==> config.mk <==
export PLATFORM = sky130hd
export DESIGN_NAME = freq_synth_nco
export DESIGN_NICKNAME = d
export VERILOG_FILES = /design/src/rtl/freq_synth_nco.sv
export SDC_FILE = /design/constraint.sdc
export NUM_CORES = 1
export LEC_CHECK = 0
export CORE_ASPECT_RATIO = 1.1
export CORE_MARGIN = 4
export CORE_UTILIZATION = 52
export CTS_CLUSTER_SIZE = 12
export DETAILED_ROUTE_END_ITERATION = 8
export GPL_ROUTABILITY_DRIVEN = 0
export PLACE_DENSITY = 0.8
export RECOVER_POWER = 25
export SKIP_LAST_GASP = 1
export SLEW_MARGIN = 20
export SYNTH_ARGS = -nofsm -noshare
export SYNTH_HDL_FRONTEND = slang
export SYNTH_SLANG_ARGS = --single-unit
==> constraint.sdc <==
create_clock -name clk_stand -period 2.69 [get_ports clk_stand]
set_input_delay 0.6725 -clock clk_stand [delete_from_list [all_inputs] [get_ports clk_stand]]
set_output_delay 0.6725 -clock clk_stand [all_outputs]
set_load 0.01 [all_outputs]
==> src/rtl/freq_synth_nco.sv <==
// Programmable square-wave source: a requested frequency in Hz is turned into a
// phase-accumulator tuning word by a restoring divider and swapped in at a wrap.
module freq_synth_nco #(
  parameter int CLK_STAND_FREQ = 100000000,
  parameter int ACC_W          = 32,
  parameter int FREQ_W         = 28
) (
  input  logic              clk_stand,
  input  logic              rst,
  input  logic [FREQ_W-1:0] freq_in,
  input  logic              freq_valid,
  output logic              freq_ready,
  output logic              freq_err,
  output logic              wave_out,
  output logic              tick,
  output logic [ACC_W-1:0]  tw_cur
);

  typedef enum logic [1:0] {IDLE, DIV, WAIT_WRAP} state_t;

  localparam int                CNT_W     = $clog2(ACC_W) + 1;
  localparam logic [FREQ_W+1:0] DIVISOR   = (FREQ_W+2)'(CLK_STAND_FREQ);
  localparam logic [FREQ_W-1:0] FREQ_MAX  = FREQ_W'(CLK_STAND_FREQ / 2);
  localparam logic [CNT_W-1:0]  LAST_ITER = CNT_W'(ACC_W - 1);

  state_t             state;
  logic [ACC_W-1:0]   acc;
  logic [ACC_W-1:0]   tw_new;
  logic [FREQ_W:0]    rem;
  logic [CNT_W-1:0]   cnt;
  logic [ACC_W:0]     sum;
  logic               carry;
  logic [FREQ_W+1:0]  rem_sh;
  logic [FREQ_W:0]    rem_nx;
  logic               q_bit;
  logic               accept;

  always_comb begin
    sum    = {1'b0, acc} + {1'b0, tw_cur};
    carry  = sum[ACC_W];
    rem_sh = {rem, 1'b0};
    q_bit  = (rem_sh >= DIVISOR);
    rem_nx = q_bit ? (FREQ_W+1)'(rem_sh - DIVISOR) : rem_sh[FREQ_W:0];
    accept = freq_valid && freq_ready;
  end

  // The MSB of the accumulator is the square wave; carry-out marks one period.
  assign wave_out = acc[ACC_W-1];

  always_ff @(posedge clk_stand or posedge rst) begin
    if (rst) begin
      state      <= IDLE;
      freq_ready <= 1'b1;
      freq_err   <= 1'b0;
      tick       <= 1'b0;
      acc        <= '0;
      tw_cur     <= '0;
      cnt        <= '0;
    end else begin
      acc      <= sum[ACC_W-1:0];
      tick     <= carry;
      freq_err <= 1'b0;
      case (state)
        IDLE: begin
          if (accept) begin
            if (freq_in > FREQ_MAX) begin
              freq_err <= 1'b1;
            end else begin
              state      <= DIV;
              freq_ready <= 1'b0;
              cnt        <= '0;
            end
          end
        end
        DIV: begin
          cnt <= cnt + 1'b1;
          if (cnt == LAST_ITER) state <= WAIT_WRAP;
        end
        WAIT_WRAP: begin
          // Swap only on a carry so the running half-period is never cut short.
          if (carry || (tw_cur == '0)) begin
            tw_cur     <= tw_new;
            state      <= IDLE;
            freq_ready <= 1'b1;
          end
        end
        default: begin
          state      <= IDLE;
          freq_ready <= 1'b1;
        end
      endcase
    end
  end

  // Restoring divider: one quotient bit per cycle, MSB first.
  always_ff @(posedge clk_stand) begin
    if (state == IDLE && accept) begin
      rem <= {1'b0, freq_in};
    end else if (state == DIV) begin
      rem    <= rem_nx;
      tw_new <= {tw_new[ACC_W-2:0], q_bit};
    end
  end

endmodule
**Word-level counts from Yosys, hierarchy flattened**

Index checks and enable logic that the tools add are counted.

- Register bits after elaboration: 136
- Input port bits: 31
- Output and inout port bits: 36

- Add/sub/neg operators: 3
- Magnitude comparators: 2
- Equality and inequality tests: 7
- Muxes and demuxes: 18
- Bitwise gates (word level): 2
- Reduce and logical (&&, ||, !) cells: 12

Operators by type and width:

| kind | number |
|---|---|
| 28-bit two-way mux | 2 |
| 32-bit by 32-bit adder with 33-bit output | 1 |
| 32-bit zero test | 1 |
| 30-bit by 27-bit greater-or-equal comparator with 1-bit output (second input constant) | 1 |
| 29-bit two-way mux | 1 |
| 29-bit by 27-bit subtractor with 29-bit output (second input constant) | 1 |
| 28-bit by 26-bit greater-than comparator with 1-bit output (second input constant) | 1 |
| 6-bit two-way mux | 2 |
| 6-bit case mux with 2 select lines | 1 |
| 2-bit two-way mux | 4 |
| 2-bit inequality test (second input constant) | 4 |
| 4-bit AND reduction | 2 |
| 6-bit by 1-bit adder with 6-bit output (second input constant) | 1 |
| 6-bit by 5-bit equality test with 1-bit output (second input constant) | 1 |
| 1-bit two-way mux | 6 |
| 2-bit case mux with 3 select lines | 1 |
| 2-bit AND reduction | 2 |
| 2-bit nonzero test | 2 |
| 1-bit case mux with 3 select lines | 1 |
| 3-bit AND reduction | 1 |
| 2-bit by 1-bit equality test with 1-bit output (second input constant) | 1 |
| 2-bit equality test (second input constant) | 1 |
| 1-bit logical AND | 2 |
| 2-bit zero test | 1 |
| 2 further kinds | 3 |

**Depth between registers and ports, before layout**

Gate-level depths: netlist of run 1.

- Word-level depth: 4
- Depth in mapped cells: 10
- Mapped depth without buffers: 10

**Least setup slack after synthesis of run 1**

Ideal clock, no wire load.

- Path kind: register to register
- Start point: reg tw_cur[0]
- End point: reg acc[22]
- Library setup time: 0.069 ns
- Arrival: 2.620 ns
- Required time: 2.621 ns
- Setup slack: 0.001 ns
- Cell stages (with the launch flop): 10
- Cells stage by stage: dfrtp_1 ha_1 fa_1 a21o_1 and4_1 o21ai_1 a21boi_1 o31a_1 or4_1 nand3_1

- Cells in the longest elaborated chain, start to end: 1

Ends and longest elaborated chain:

| what | RTL line | RTL |
|---|---|---|
| start, declared | 16 | `output logic [ACC_W-1:0] tw_cur` |
| start signal, assigned | 82 | `tw_cur <= tw_new;` |
| 32-bit by 32-bit adder with 33-bit output | 39 | `sum = {1'b0, acc} + {1'b0, tw_cur};` |
| net sum[22] | 31 | `logic [ACC_W:0] sum;` |
| end signal, assigned | 60 | `acc <= sum[ACC_W-1:0];` |
| end, declared | 27 | `logic [ACC_W-1:0] acc;` |

The timed path passes the listed nets, and every way through them passes these cells.
A chain may end at the register's enable or synchronous reset.

**Final worst setup path of run 1**

Same ends and word-level chain as after synthesis.

==> run_results.csv, run 1 <==
group,metric,value,unit
timing,setup_viol,0,
clocking,htreeDepth,4,
clocking,cts_tree,"yes",
drt,vias_per_cell,5.88,
power_and_ir_drop,p_clk_share,35.9,%
grt,grt_pass1_vias,5834,
min_path,hold_path_depth,0,
clocking,insertion_delay,420,ps
logic_synthesis,yosysWarnings,0,
timing,fmax,378,MHz
job,cap_viol_max_count,0,
min_path,worstHoldPathType,"register to register",
die,initial_core_util,53.5,%
clocking,cts_made_buffers,17,
power_and_ir_drop,netSwitchingPower,0.00177,W
worst_setup_path,cp_max_fo,4,
finish,diodes,0,
timing,fin_crit_sh,98.4,%
drt,dr_wl_met2,9160,µm
worst_setup_path,r2r_end,"acc[22]",
die,die_w,120,µm
worst_setup_path,worst_ep_arrival_time,3000,ps
die,die_area,15600,µm²
timing,tightest_slew,1390,ps
power_and_ir_drop,power.leakage,3.52,nW
clocking,cts.clk_slew.worst_paths,60,ps
drt,vias,5795,
timing,final_hold_viol_count,0,
timing,drv_slew,0,
power_and_ir_drop,comb_power_share,19.1,%
grt,grt_max_degree,40,
placement,hpwl,12100,µm
drt,wl_met1,6950,µm
worst_setup_path,start_kind,"register",
grt,track_usage,22.9,%
grt,grt_pass1_wl,28300,µm
finish,nNetsFinal,854,
finish,area_growth,28.7,%
min_path,hp-start,"tw_new[29]",
die,dieHeight,131,µm
timing,rsz0062_at_grt,"true",
drt,remaining_drc_errors,0,
logic_synthesis,avgSynthCellArea,10.8,µm²
worst_setup_path,cp-end-kind,"register",
worst_setup_path,rr_startpoint,"tw_cur[0]",
clocking,clkSinkCount,136,
logic_synthesis,syn_area,7120,µm²
timing,final.min_clock_period,2650,ps
drt,drtIter0Drc,490,
placement,io_buffers,66,
logic_synthesis,synthFlopType,"dfrtp_1",
logic_synthesis,ys_seq_area_share,52.0,%
logic_synthesis,synth_fp_nets,726,
clocking,cts.root.buffer_cell,"clkbuf_16",
worst_setup_path,worstSetupPathType,"register to register",
logic_synthesis,synth_edf_count,60,
finish,postLayoutCellArea,9160,µm²
worst_setup_path,required,3050,ps
power_and_ir_drop,p_sw_share,27.4,%
logic_synthesis,synthArstFlopShare,55.1,%
power_and_ir_drop,p_int,0.00469,W
die,ios,67,
drt,ant_nets,0,
worst_setup_path,rr_worst_depth,10,
die,fp.coreArea,13300,µm²
logic_synthesis,yosysUniqueCellTypes,62,
min_path,hold_path_end,"tw_new[30]",
drt,drt-pass1-iter-count,5,
placement,dpl_cell_area,8440,µm²
finish,final_core_util,68.8,%
power_and_ir_drop,power_density,704,nW/µm²
logic_synthesis,ys_ff_latch,136,
timing,slew_headroom,6.95,%
power_and_ir_drop,seqPwrFrac,45.0,%
power_and_ir_drop,vdd_ir_drop_max,0.525,mV
worst_setup_path,r2r_slack,40,ps
grt,antenna_found_initial,0,
timing,skew,6.42,ps
drt,dr_wl_met3,891,µm
clocking,ctsLongestPathBuffers,2,
outcome,status,"finished, final reports clean",
logic_synthesis,netlist_instances,660,
grt,grt_overflow,0,
drt,postRouteWirelength,17500,µm
die,placementRows,44,
drt,top_layer_used,"met4",
drt,detail_route.wl_per_cell,17.7,µm
finish,drive_gt1_share,18.7,%
how the worst max path moves through the flow:
stage                start    endpoint  slack (ps)
2_1_floorplan    tw_cur[0]     acc[22]           1
3_3_place_gp   freq_in[18]      cnt[5]        -190
3_5_place_dp   freq_in[18]      cnt[4]        -300
4_1_cts          tw_cur[0]  tw_cur[22]         -20
5_1_grt          tw_cur[0]  tw_cur[22]         -30
6_report         tw_cur[0]     acc[22]          40
cell type report:
class | instances | area, µm²
flip-flops and latches | 136 | 3700
clock buffers | 23 | 458
inverters | 25 | 93.8
repair buffers | 131 | 1210
clock inverters | 9 | 124
well taps | 184 | 230
multi-input cells | 477 | 3350
fillers | 986 | 4160
cell families (layout without fill, tap and decap cells):
group | after synthesis | count (layout) | synth area share, %
mux | 37 | 37 | 5.76
buf+inv | 47 | 188 | 2.60
simple gates | 205 | 205 | 14.3
compound gates | 160 | 160 | 14.2
xor+xnor | 40 | 40 | 4.92
flops | 136 | 136 | 52.0
fa+ha+maj | 35 | 35 | 6.25
stage by stage:
step | worst slack, ps | instances | setup TNS [ps] | total power (W) | hold WS, ps
4_1_cts | -15.8 | 977 | -15.8 | 0.00638 | 447
5_1_grt | -26.9 | 985 | -186 | 0.00673 | 450
3_3_place_gp | -192 | 945 | -2360 | 0.00396 | 424
6_report | 42.8 | 985 | 0 | 0.00646 | 447
2_1_floorplan | 1.17 | 660 | 0 | 0.00359 | 420
3_5_place_dp | -303 | 945 | -5330 | 0.00404 | 434
cells in the final DEF (no fill, tap or decap), types with 6 or more instances in the layout:
master / instances
nand3_1: 15
or3_1: 6
clkbuf_16: 17
xor2_1: 9
ha_1: 28
xnor2_1: 30
edfxtp_1: 60
nand4_1: 16
o21ai_1: 11
inv_1: 22
buf_4: 56
a31oi_1: 6
nor2_1: 49
o21ai_0: 25
mux2_2: 32
nor4_1: 14
o21a_1: 10
nor3_1: 10
a21o_1: 20
clkdlybuf4s50_1: 65
nand2_1: 58
a21oi_1: 46
dfrtp_1: 74
registers in the layout, summed over array words and instances (netlist names):
| name | count |
|---|---|
| acc | 32 |
| cnt | 6 |
| freq_err | 1 |
| freq_ready | 1 |
| rem | 29 |
| state | 2 |
| tick | 1 |
| tw_cur | 32 |
| tw_new | 32 |
timing repair:
action / in CTS / in global routing
setup endpoints to repair: 49 / 56
buffers inserted: 0 / 7
resized for setup: 6 / 22
hold buffers: 0 / 0
cloned: 0 / 1
pin swaps: 3 / 9
power groups by stage:
stage          clock network, W  logic [W]  registers (W)
2_1_floorplan                 0   0.000747        0.00284
3_3_place_gp                  0    0.00107        0.00289
3_5_place_dp                  0    0.00112        0.00291
4_1_cts                 0.00233    0.00116        0.00289
5_1_grt                 0.00243    0.00135        0.00294
6_report                0.00232    0.00123        0.00291
critical path: stages, from the launching register on:
cell	delay, ps
dfrtp_1	390
ha_2	200
fa_2	360
a21o_1	200
and4_4	220
o21ai_4	160
buf_6	140
a21boi_2	60
o31a_1	300
or4_1	470
nand3_1	90
cells in the mapped netlist, types with 17 or more instances:
| master | count | share of area [%] |
|---|---|---|
| mux2_2 | 32 | 5.1 |
| o21ai_0 | 26 | 1.8 |
| nand2_1 | 58 | 3.1 |
| edfxtp_1 | 60 | 25 |
| dfrtp_1 | 74 | 26 |
| nor2_1 | 52 | 2.7 |
| a21o_1 | 20 | 2.1 |
| inv_1 | 24 | 1.3 |
| xnor2_1 | 31 | 3.8 |
| clkbuf_1 | 17 | 0.90 |
| a21oi_1 | 48 | 3.4 |
| ha_1 | 34 | 6.0 |
metal layers:
metal,vias to the layer above,GRT usage (%)
met4,0,10.2
met2,204,41.2
li1,2706,-
met1,2835,26.7
met5,-,0
met3,50,4.65
(Power assumes the default switching activity.)
==> run 2: changes to the inputs <==
--- a/config.mk
+++ b/config.mk
@@ -13,7 +13,6 @@
 export GPL_ROUTABILITY_DRIVEN = 0
 export PLACE_DENSITY = 0.8
 export RECOVER_POWER = 25
-export SKIP_LAST_GASP = 1
 export SLEW_MARGIN = 20
 export SYNTH_ARGS = -nofsm -noshare
 export SYNTH_HDL_FRONTEND = slang
==> run 2 against run 1 <==
Compared with the run above: flip-flop and latch count unchanged; sequential power about the same; cell area decreased by 0.12%; hold slack lost 1.3 ps; via count down 0.62%; register-to-register slack about the same; global-route usage is essentially flat; count of clock-buffer cells in the layout unchanged; combinational power is essentially flat; first-iteration DRC count increased by 9.4%; routed wire length is 0.43% lower.
==> run_results.csv, run 2 (synthesis results as in run 1) <==
group,metric,value,unit
timing,setup_viol,0,
power_and_ir_drop,p_int,0.00469,W
worst_setup_path,worst_ep_arrival_time,2940,ps
timing,slew_headroom,4.51,%
die,initial_core_util,53.5,%
drt,vias,5759,
timing,fin_crit_sh,98.1,%
timing,skew,6.62,ps
power_and_ir_drop,seqPwrFrac,45.1,%
finish,final_core_util,68.7,%
clocking,htreeDepth,4,
finish,layout_common_cells,"dfrtp_1 (74), clkdlybuf4s50_1 (65), edfxtp_1 (60), nand2_1 (58), buf_4 (54)",
grt,grt_overflow,0,
finish,final_common_cell,"dfrtp_1",
die,dieHeight,131,µm
worst_setup_path,crit_path_frequent_cell,"a21o_1",
placement,hpwl,12100,µm
worst_setup_path,worstSetupPathType,"register to register",
timing,worst_slack,51.3,ps
grt,grt_util_met1,26.7,%
clocking,cts.root.buffer_cell,"clkbuf_16",
power_and_ir_drop,power.leakage,3.51,nW
grt,track_usage,22.9,%
die,placementRows,44,
timing,fmax,379,MHz
finish,diodes,0,
grt,antenna_found_initial,0,
power_and_ir_drop,comb_power_share,19.0,%
job,cap_viol_max_count,0,
clocking,ctsLongestPathBuffers,2,
drt,detail_route.wl_per_cell,17.7,µm
timing,final_hold_viol_count,0,
power_and_ir_drop,vdd_ir_drop_max,0.525,mV
power_and_ir_drop,p_clk_share,35.9,%
drt,drtIter0Drc,536,
worst_setup_path,start_kind,"register",
timing,final.min_clock_period,2640,ps
finish,drive_gt1_share,18.6,%
worst_setup_path,cp-end-kind,"register",
worst_setup_path,critPathTopFamily,"compound AO/OA/AOI/OAI gates",
min_path,worstHoldPathType,"register to register",
worst_setup_path,cp_slowest_cell,"ha_1",
grt,use_met3,4.65,%
clocking,cts_hold_buf,0,
die,ios,67,
finish,area_growth,28.5,%
clocking,clkSinkCount,136,
drt,drt-pass1-iter-count,5,
grt,grtUsageMet2,41.2,%
drt,ant_nets,0,
timing,tns,0,ps
die,fp.coreArea,13300,µm²
clocking,cts_made_buffers,17,
finish,nNetsFinal,852,
timing,drv_slew,0,
grt,grt_pass1_wl,28300,µm
grt,grt_pass1_vias,5831,
power_and_ir_drop,p_sw_share,27.3,%
worst_setup_path,crit_path_max_incr_delay,420,ps
power_and_ir_drop,power_density,705,nW/µm²
grt,grt.busiest_layer,"met2",
worst_setup_path,cp_max_fo,8,
placement,pre_cts_ws,-303,ps
worst_setup_path,crit_buf_inv,0,
clocking,cts_tree,"yes",
drt,postRouteWirelength,17400,µm
clocking,insertion_delay,420,ps
worst_setup_path,cp_cell_sequence,"ha_1, a21o_1, a21o_1, a21o_1, a221o_1, a41oi_1, o221ai_2, xor2_1",
finish,largestRegisters,"acc x32, tw_cur x32, tw_new x32",
clocking,cts.clk_slew.worst_paths,60,ps
worst_setup_path,required,2990,ps
placement,io_buffers,66,
drt,vias_per_cell,5.86,
die,die_w,120,µm
drt,remaining_drc_errors,0,
outcome,status,"finished, final reports clean",
grt,grt_max_degree,40,
die,die_area,15600,µm²
timing,tightest_slew,1430,ps
power_and_ir_drop,netSwitchingPower,0.00176,W
run 2: cell count changes in the layout (fill, tap and decap cells not counted), sizes merged:
| cell | delta |
|---|---|
| buf | -2 |
run 2: path summary, 6_finish.rpt:
path,slack (ps),to,cells past startpoint,from
min,450,tw_new[30],0,tw_new[29]
max reg2reg,50,acc[29],8,tw_cur[14]
max,50,acc[29],8,tw_cur[14]
min in group asynchronous,590,freq_err,2,rst
max in group asynchronous,470,tw_cur[13],3,rst
min reg2reg,450,tw_new[30],0,tw_new[29]
run 2: repair_timing:
item | 4_1_cts | 5_1_grt
endpoints found under the setup margin | 49 | 54
endpoints found under the hold margin | 0 | 0
cloned | 0 | 1
buffers inserted | 0 | 5
resized for setup | 7 | 21
pin swaps | 3 | 7
run 2: layout make-up:
class,instances,area [µm²]
clock buffer,23,458
clock inverter,9,124
fill,985,4170
inverter,25,93.8
multi-input combinational,477,3360
sequential,136,3700
tap,184,230
timing repair buffer,129,1190
run 2: per-stage QoR:
stage          hold slack (ps)  instance area, µm²  std cells  power (W)
3_5_place_dp               434                8440        945    0.00404
3_3_place_gp               424                8440        945    0.00396
6_report                   445                9150        983    0.00645
5_1_grt                    450                9150        983    0.00673
2_1_floorplan              420                7120        660    0.00359
4_1_cts                    447                9050        977    0.00638
run 2: metal layers:
layer  wire length (µm)  vias up
met5                  0        -
met4                442        0
met3                785       47
met2               9130      185
met1               7050     2831
li1                   -     2696
run 2: power by group through the flow:
| stage | clock network, W | registers, W | logic (W) |
|---|---|---|---|
| finish | 0.00232 | 0.00291 | 0.00123 |
| global route | 0.00243 | 0.00294 | 0.00135 |
| CTS | 0.00233 | 0.00289 | 0.00116 |
| detailed placement | 0 | 0.00291 | 0.00112 |
| global placement | 0 | 0.00289 | 0.00107 |
| floorplan | 0 | 0.00284 | 0.000747 |
